### config.mk
export PLATFORM = sky130hd
export DESIGN_NAME = phase_sequencer
export DESIGN_NICKNAME = d
export VERILOG_FILES = /design/src/rtl/phase_sequencer.sv
export SDC_FILE = /design/constraint.sdc
export NUM_CORES = 1
export LEC_CHECK = 0
export ABC_AREA = 0
export BUFFER_PORTS_ARGS = -buffer_cell sky130_fd_sc_hd__buf_2
export CAP_MARGIN = 20
export CORE_MARGIN = 2
export CORE_UTILIZATION = 50
export DETAILED_ROUTE_END_ITERATION = 16
export GPL_TIMING_DRIVEN = 1
export PLACE_DENSITY_LB_ADDON = 0.15
export SLEW_MARGIN = 30
export SYNTH_ARGS = -nofsm -noshare
export SYNTH_HDL_FRONTEND = slang
export SYNTH_SLANG_ARGS = --single-unit
### constraint.sdc
create_clock -name clk -period 2.7 [get_ports clk]
set_input_delay 0.54 -clock clk [delete_from_list [all_inputs] [get_ports clk]]
set_output_delay 0.54 -clock clk [all_outputs]
set_load 0.01 [all_outputs]
### src/rtl/phase_sequencer.sv
// Multi-phase timing sequencer: steps through NUM_PH phases of programmable length,
// driving the demux selector, per-phase end strobe and register-bank write enable.
//
// state | meaning
// IDLE  | waiting for i_start, outputs quiet
// RUN   | stepping phases, o_busy high
// DONE  | one-cycle o_done pulse after a single-shot round
module phase_sequencer #(
  parameter int CNT_W    = 4,
  parameter int NUM_PH   = 3,
  parameter int SEL_W    = 2,
  parameter int WR_PHASE = 2
) (
  input  logic             clk,
  input  logic             reset,
  input  logic             i_start,
  input  logic             i_mode,
  input  logic             i_stall,
  input  logic [CNT_W-1:0] i_period,
  output logic             o_busy,
  output logic [SEL_W-1:0] o_phase_sel,
  output logic             o_phase_strobe,
  output logic             o_e_write_br,
  output logic             o_done
);

  typedef enum logic [1:0] {S_IDLE, S_RUN, S_DONE} state_t;

  localparam logic [CNT_W-1:0] ONE      = CNT_W'(1);
  localparam logic [SEL_W-1:0] WR_SEL   = SEL_W'(WR_PHASE);
  localparam logic [SEL_W-1:0] LAST_SEL = SEL_W'(NUM_PH - 1);

  state_t           state_q, state_d;
  logic [CNT_W-1:0] cnt_q, cnt_d;
  logic [CNT_W-1:0] period_q, period_d;
  logic [SEL_W-1:0] phase_q, phase_d;
  logic [CNT_W-1:0] period_in;
  logic             last;

  // A programmed period of 0 behaves as a one-cycle phase.
  assign period_in = (i_period == '0) ? ONE : i_period;

  always_ff @(posedge clk) begin
    if (reset) begin
      state_q  <= S_IDLE;
      cnt_q    <= '0;
      phase_q  <= '0;
      period_q <= ONE;
    end else begin
      state_q  <= state_d;
      cnt_q    <= cnt_d;
      phase_q  <= phase_d;
      period_q <= period_d;
    end
  end

  always_comb begin
    state_d        = state_q;
    cnt_d          = cnt_q;
    phase_d        = phase_q;
    period_d       = period_q;
    last           = 1'b0;
    o_busy         = 1'b0;
    o_phase_sel    = '0;
    o_phase_strobe = 1'b0;
    o_e_write_br   = 1'b0;
    o_done         = 1'b0;
    case (state_q)
      S_IDLE: begin
        if (i_start) begin
          state_d  = S_RUN;
          cnt_d    = '0;
          phase_d  = '0;
          period_d = period_in;
        end
      end
      S_RUN: begin
        o_busy         = 1'b1;
        o_phase_sel    = phase_q;
        last           = (cnt_q == period_q - ONE) && !i_stall;
        o_phase_strobe = last;
        o_e_write_br   = last && (phase_q == WR_SEL);
        if (!i_stall) begin
          if (!last) begin
            cnt_d = cnt_q + ONE;
          end else if (phase_q != LAST_SEL) begin
            cnt_d   = '0;
            phase_d = phase_q + SEL_W'(1);
          end else if (i_mode) begin
            // Round wrap in continuous mode picks up a fresh period.
            cnt_d    = '0;
            phase_d  = '0;
            period_d = period_in;
          end else begin
            state_d = S_DONE;
            cnt_d   = '0;
            phase_d = '0;
          end
        end
      end
      S_DONE: begin
        o_done  = 1'b1;
        state_d = S_IDLE;
      end
      default: state_d = S_IDLE;
    endcase
  end

endmodule

==> results.sh, run 1 <==
export IMPL_grt_pass1_vias=537
export IMPL_place_gp_congestion=0.831
export IMPL_cts_tree="built"
export IMPL_crit_fanout=5
export IMPL_cts_buffer_depth=2
export IMPL_drt_iter0_drc=11
export IMPL_place_area_um2=792
export IMPL_insertion_delay_ns=0.27
export IMPL_globalRoute_totalOverflow=0
export IMPL_ys_warn_count=0
export IMPL_holdPathStages=2
export IMPL_cts_sinks=12
export IMPL_hp_class="reg -> reg"
export IMPL_die_h_um=42
export IMPL_drv_slew=0
export IMPL_synth_seq_cells=12
export IMPL_grt_pass1_wl_um=2210
export IMPL_cts_buffers_inserted=3
export IMPL_path_cells="inv_1 -> ha_1 -> xnor2_1 -> or3_1 -> nor3_2 -> nand2_2 -> nor2_1 -> buf_2"
export IMPL_clk_pin_slew_worst_paths_ns=0.07
export IMPL_area_growth_pct=15.1
export IMPL_fillers=129
export IMPL_crit_slowest_cell="or3_1"
export IMPL_synth_top_area_share_pct=33.3
export IMPL_netlist_top_cells_area="dfxtp_1 (33%), nand2b_1 (7.8%), xnor2_1 (7.3%), mux2i_1 (5.5%), nor2_1 (3.6%)"
export IMPL_core_um2=1320
export IMPL_drtAntennaViolNets=0
export IMPL_cp_end_kind="output port"
export IMPL_drc=0
export IMPL_min_period_ns=2.57
export IMPL_dieArea_um2=1760
export IMPL_reg2reg_setup_slack_ns=0.44
export IMPL_start_util_pct=54.8
export IMPL_fin_skew_ns=0.00153
export IMPL_synth_area_per_cell_um2=8.39
export IMPL_synth_area_leader_cell="dfxtp_1"
export IMPL_ff2ff_path_depth=7
export IMPL_dp_hpwl_um=981
export IMPL_syn_area_um2=722
export IMPL_worst_slew_pin_slew_ns=0.380
export IMPL_critical_path_class="reg -> out"
export IMPL_synth_edff_count=0
export IMPL_rsz0062_at_grt="no"
export IMPL_rows=13
export IMPL_synth_cells=86
export IMPL_cp_required_ns=2.16
export IMPL_fmaxAchievable_mhz=389
export IMPL_ys_flop_type="dfxtp_1"
export IMPL_viasPerCell=5.44
export IMPL_layout_drive_gt1_share_pct=22.5
export IMPL_status="finished, final reports clean"
export IMPL_dp_cells=113
export IMPL_fp_dieW_um=42
export IMPL_fin_cells=117
export IMPL_portBuffers=14
export IMPL_hold_viol=0
export IMPL_ys_seq_area_share_pct=33.3
export IMPL_p_leak_nw=0.341
export IMPL_totalWireLength_um=1310
export IMPL_synth_distinct_cells=27
export IMPL_path_depth=8
export IMPL_setup_violations_final=0
export IMPL_h_tree_depth=1
export IMPL_finalPower_uw=385
export IMPL_ys_top_cells_by_count="dfxtp_1 (12), nand2b_1 (9), nor2_1 (7)"
export IMPL_drtPass1Iterations=4
export IMPL_antenna_found_initial=0
export IMPL_path_buf_inv=2
export IMPL_critical_path_max_stage_delay_ns=0.38
export IMPL_fin_crit_sh_pct=95.3
export IMPL_antenna_cells=0
export IMPL_fin_tns_setup_ns=0
export IMPL_vdd_ir_drop_worst_v=0.000331
export IMPL_wl_per_cell_um=11.2
export IMPL_crit_family="simple AND/OR/NAND/NOR gates"
export IMPL_critPathLaunchType="register"
export IMPL_yosysMostFrequentCell="dfxtp_1"
export IMPL_syn_nets=97
export IMPL_postSynth_asyncResetShare_pct=0
export IMPL_finish_utilization_pct=63.1
export IMPL_io_pins=15
export IMPL_slew_headroom_pct=74.4
export IMPL_seqCellArea_um2=241
export IMPL_grt_start_max_net_pins=19
export IMPL_track_usage_pct=16.6
export IMPL_worst_ep_arrival_time_ns=2.03
export IMPL_multi_input_area_um2=455
export IMPL_powerDensity_nw_per_um2=463
export IMPL_max_cap_violations=0
export IMPL_clock_root_buffer="clkbuf_4"
export IMPL_stdcell_area_um2=831
export IMPL_num_vias=637
export IMPL_nets=115
-- tightest hold or removal path: stages (launching register included) --
cell      delay [ns]
dfxtp_1         0.32
nand2b_1        0.07
mux2i_1         0.06
-- sequential cells by signal (all words and copies together), names as in the netlist --
register,count
state_q,2
period_q,4
phase_q,2
cnt_q,4
-- through the flow --
stage / worst slack, ns / hold slack, ns
after floorplan: 0.495 / 0.460
after global placement: 0.404 / 0.477
after detailed placement: 0.349 / 0.486
after CTS: 0.0481 / 0.496
after global routing: 0.0162 / 0.523
final: 0.126 / 0.490
-- layout by cell type (no fill, tap or decap), drive strengths merged, types with 4 or more instances in the layout --
cell / n
nor2: 7
buf: 15
xnor2: 6
nand2b: 9
mux2i: 4
nand2: 6
inv: 4
nand3: 4
nor3: 4
dfxtp: 12
-- report_power, final --
| group | switching [mW] | total [mW] | internal [mW] |
|---|---|---|---|
| Sequential | 0.00821 | 0.193 | 0.185 |
| Combinational | 0.0434 | 0.0828 | 0.0395 |
| Clock | 0.0572 | 0.109 | 0.0517 |
| Total | 0.109 | 0.385 | 0.276 |
-- routing by layer --
metal | vias up | global-route usage [%] | routed length [um]
met5 | - | 0 | 0
met1 | 287 | 17.7 | 593
li1 | 332 | - | -
met3 | 2 | 8.19 | 80
met2 | 16 | 28.1 | 626
met4 | 0 | 5.81 | 5
-- cell families (layout without fill, tap and decap cells) --
logic type | count (synthesis) | count (layout) | share of synthesized area [%]
DFF | 12 | 12 | 33.3
muxes | 4 | 4 | 5.55
adders and majority gates | 2 | 2 | 3.47
xor gates and xnor gates | 6 | 6 | 7.28
buffers and inverters | 6 | 22 | 4.68
and+or+nand+nor | 42 | 42 | 31.5
AOI/OAI and AO/OA | 14 | 14 | 14.2
-- area by class of cell --
cell class | count | area share (%)
multi-input combinational | 68 | 54.8
sequential | 12 | 29.1
timing repair buffer | 15 | 9.34
clock buffer | 3 | 2.71
tap | 15 | 2.26
inverter | 4 | 1.81
-- worst paths after layout --
path	start	end
max	period_q[0]$_SDFFE_PP1P_	o_e_write_br
min	period_q[3]$_SDFFE_PP0P_	period_q[3]$_SDFFE_PP0P_
max reg2reg	period_q[0]$_SDFFE_PP1P_	period_q[3]$_SDFFE_PP0P_
min reg2reg	period_q[3]$_SDFFE_PP0P_	period_q[3]$_SDFFE_PP0P_
-- timing repair --
| item | in CTS | in global routing |
|---|---|---|
| gates resized for setup | 0 | 3 |
| buffers inserted | 0 | 1 |
| hold buffers | 0 | 0 |
| endpoints found under the setup margin | 0 | 2 |
No activity file was read; power rests on OpenSTA's default activity.
==> inputs of run 2 (changes only) <==
--- a/config.mk
+++ b/config.mk
@@ -12,8 +12,8 @@
 export CORE_UTILIZATION = 50
 export DETAILED_ROUTE_END_ITERATION = 16
 export GPL_TIMING_DRIVEN = 1
-export PLACE_DENSITY_LB_ADDON = 0.15
-export SLEW_MARGIN = 30
+export PLACE_DENSITY = 0.79
+export SLEW_MARGIN = 25
 export SYNTH_ARGS = -nofsm -noshare
 export SYNTH_HDL_FRONTEND = slang
 export SYNTH_SLANG_ARGS = --single-unit
==> results.sh, run 2 (synthesis gave the netlist of run 1 again) <==
export IMPL_status="finished, final reports clean"
export IMPL_antenna_cells=0
export IMPL_start_util_pct=54.8
export IMPL_critPathLaunchType="register"
export IMPL_crit_fanout=5
export IMPL_worst_ep_arrival_time_ns=2.04
export IMPL_path_cells="inv_1 -> ha_1 -> xnor2_1 -> or3_1 -> nor3_2 -> nand2_2 -> nor2_1 -> buf_2"
export IMPL_max_cap_violations=0
export IMPL_grt_start_max_net_pins=19
export IMPL_grt_pass1_wl_um=2570
export IMPL_pre_cts_ws_ns=0.344
export IMPL_clock_root_buffer="clkbuf_4"
export IMPL_layout_commonest_cell="buf_2"
export IMPL_portBuffers=14
export IMPL_hold_start="period_q[3]$_SDFFE_PP0P_"
export IMPL_num_vias=630
export IMPL_stdcell_area_um2=831
export IMPL_globalRoute_totalOverflow=0
export IMPL_drt_iter0_drc=12
export IMPL_fin_skew_ns=0.00176
export IMPL_drc=0
export IMPL_h_tree_depth=1
export IMPL_wl_per_cell_um=11.9
export IMPL_insertion_delay_ns=0.27
export IMPL_fin_tns_setup_ns=0
export IMPL_rr_startpoint="period_q[1]$_SDFFE_PP0P_"
export IMPL_cts_buffers_inserted=3
export IMPL_drv_slew=0
export IMPL_fin_cells=117
export IMPL_worst_slack_ns=0.121
export IMPL_grt_pass1_vias=613
export IMPL_nets=115
export IMPL_antenna_found_initial=0
export IMPL_cp_required_ns=2.16
export IMPL_place_area_um2=792
export IMPL_crit_family="simple AND/OR/NAND/NOR gates"
export IMPL_layout_drive_gt1_share_pct=22.5
export IMPL_vdd_ir_drop_worst_v=0.000290
export IMPL_min_period_ns=2.58
export IMPL_core_um2=1320
export IMPL_fp_dieW_um=42
export IMPL_cts_sinks=12
export IMPL_fmaxAchievable_mhz=388
export IMPL_path_buf_inv=2
export IMPL_hold_path_end="period_q[3]$_SDFFE_PP0P_"
export IMPL_area_growth_pct=15.1
export IMPL_cts_tree="built"
export IMPL_critical_path_class="reg -> out"
export IMPL_hold_viol=0
export IMPL_r2r_end="period_q[2]$_SDFFE_PP0P_"
export IMPL_p_leak_nw=0.341
export IMPL_rows=13
export IMPL_die_h_um=42
export IMPL_setup_violations_final=0
export IMPL_io_pins=15
export IMPL_critical_path_max_stage_delay_ns=0.38
export IMPL_totalWireLength_um=1400
export IMPL_slew_headroom_pct=73.3
export IMPL_seqCellArea_um2=241
export IMPL_finish_utilization_pct=63.1
export IMPL_cts_buffer_depth=2
export IMPL_fin_crit_sh_pct=95.5
export IMPL_viasPerCell=5.38
export IMPL_multi_input_area_um2=455
export IMPL_dp_cells=113
export IMPL_ff2ff_path_depth=7
export IMPL_top_regs="cnt_q: 4 flops, period_q: 4 flops"
export IMPL_worst_slew_pin_slew_ns=0.400
export IMPL_crit_slowest_cell="or3_1"
export IMPL_powerDensity_nw_per_um2=465
export IMPL_reg2reg_setup_slack_ns=0.41
export IMPL_drtPass1Iterations=4
export IMPL_clk_pin_slew_worst_paths_ns=0.07
export IMPL_hp_class="reg -> reg"
export IMPL_dieArea_um2=1760
export IMPL_drtAntennaViolNets=0
export IMPL_fillers=113
export IMPL_track_usage_pct=18.8
export IMPL_final_cell_mix="buf_2 (14), dfxtp_1 (11), nand2b_1 (9)"
export IMPL_hold_buffers=0
export IMPL_dp_hpwl_um=1020
export IMPL_place_gp_congestion=0.778
export IMPL_cp_end_kind="output port"
export IMPL_holdPathStages=2
==> run 2: layer usage <==
layer	global-route usage, %	up-vias	share of wire [%]
li1	-	328	-
met1	24.3	282	47
met2	29.4	16	46
met3	2.59	4	4.2
met4	11.6	0	2.5
met5	0	-	0
==> run 2: stage by stage <==
stage,hold slack [ns],power [mW]
after detailed placement,0.479,0.273
final,0.493,0.386
after global routing,0.538,0.408
after global placement,0.479,0.272
after CTS,0.491,0.380
after floorplan,0.460,0.257
==> run 2: worst min-delay path, delay by kind of cell, from the launching register on <==
family	cells	cell delay, ns
flops	1	0.32
simple gates	1	0.07
mux	1	0.06
==> run 2: area by class of cell <==
type                       instances  share of cell area (%)
multi-input combinational         68                    54.8
sequential                        12                    29.1
inverter                           4                    1.81
clock buffer                       3                    2.71
timing repair buffer              15                    9.34
tap                               15                    2.26
==> run 2: worst max-delay path by stage <==
stage                                         from      endpoint  slack, ns  cells after the start
final                     period_q[1]$_SDFFE_PP0P_  o_e_write_br       0.12                      8
after global routing      period_q[1]$_SDFFE_PP0P_  o_e_write_br      -0.02                      8
after CTS                 period_q[0]$_SDFFE_PP1P_  o_e_write_br       0.05                      8
after detailed placement  period_q[0]$_SDFFE_PP1P_  o_e_write_br       0.34                      8
after global placement    period_q[0]$_SDFFE_PP1P_  o_e_write_br       0.40                      8
after floorplan           period_q[0]$_SDFFE_PP1P_  o_e_write_br       0.50                      7
==> run 2: report_power, final <==
group | switching (mW) | internal [mW] | total, mW
Combinational | 0.0449 | 0.0392 | 0.0841
Sequential | 0.00861 | 0.185 | 0.194
Clock | 0.0567 | 0.0516 | 0.108
Total | 0.110 | 0.276 | 0.386
==> run 2: what timing repair did <==
item	in CTS	in global routing
hold endpoints to repair	0	0
endpoints found under the setup margin	0	2
resized for setup	0	3
setup buffers	0	1
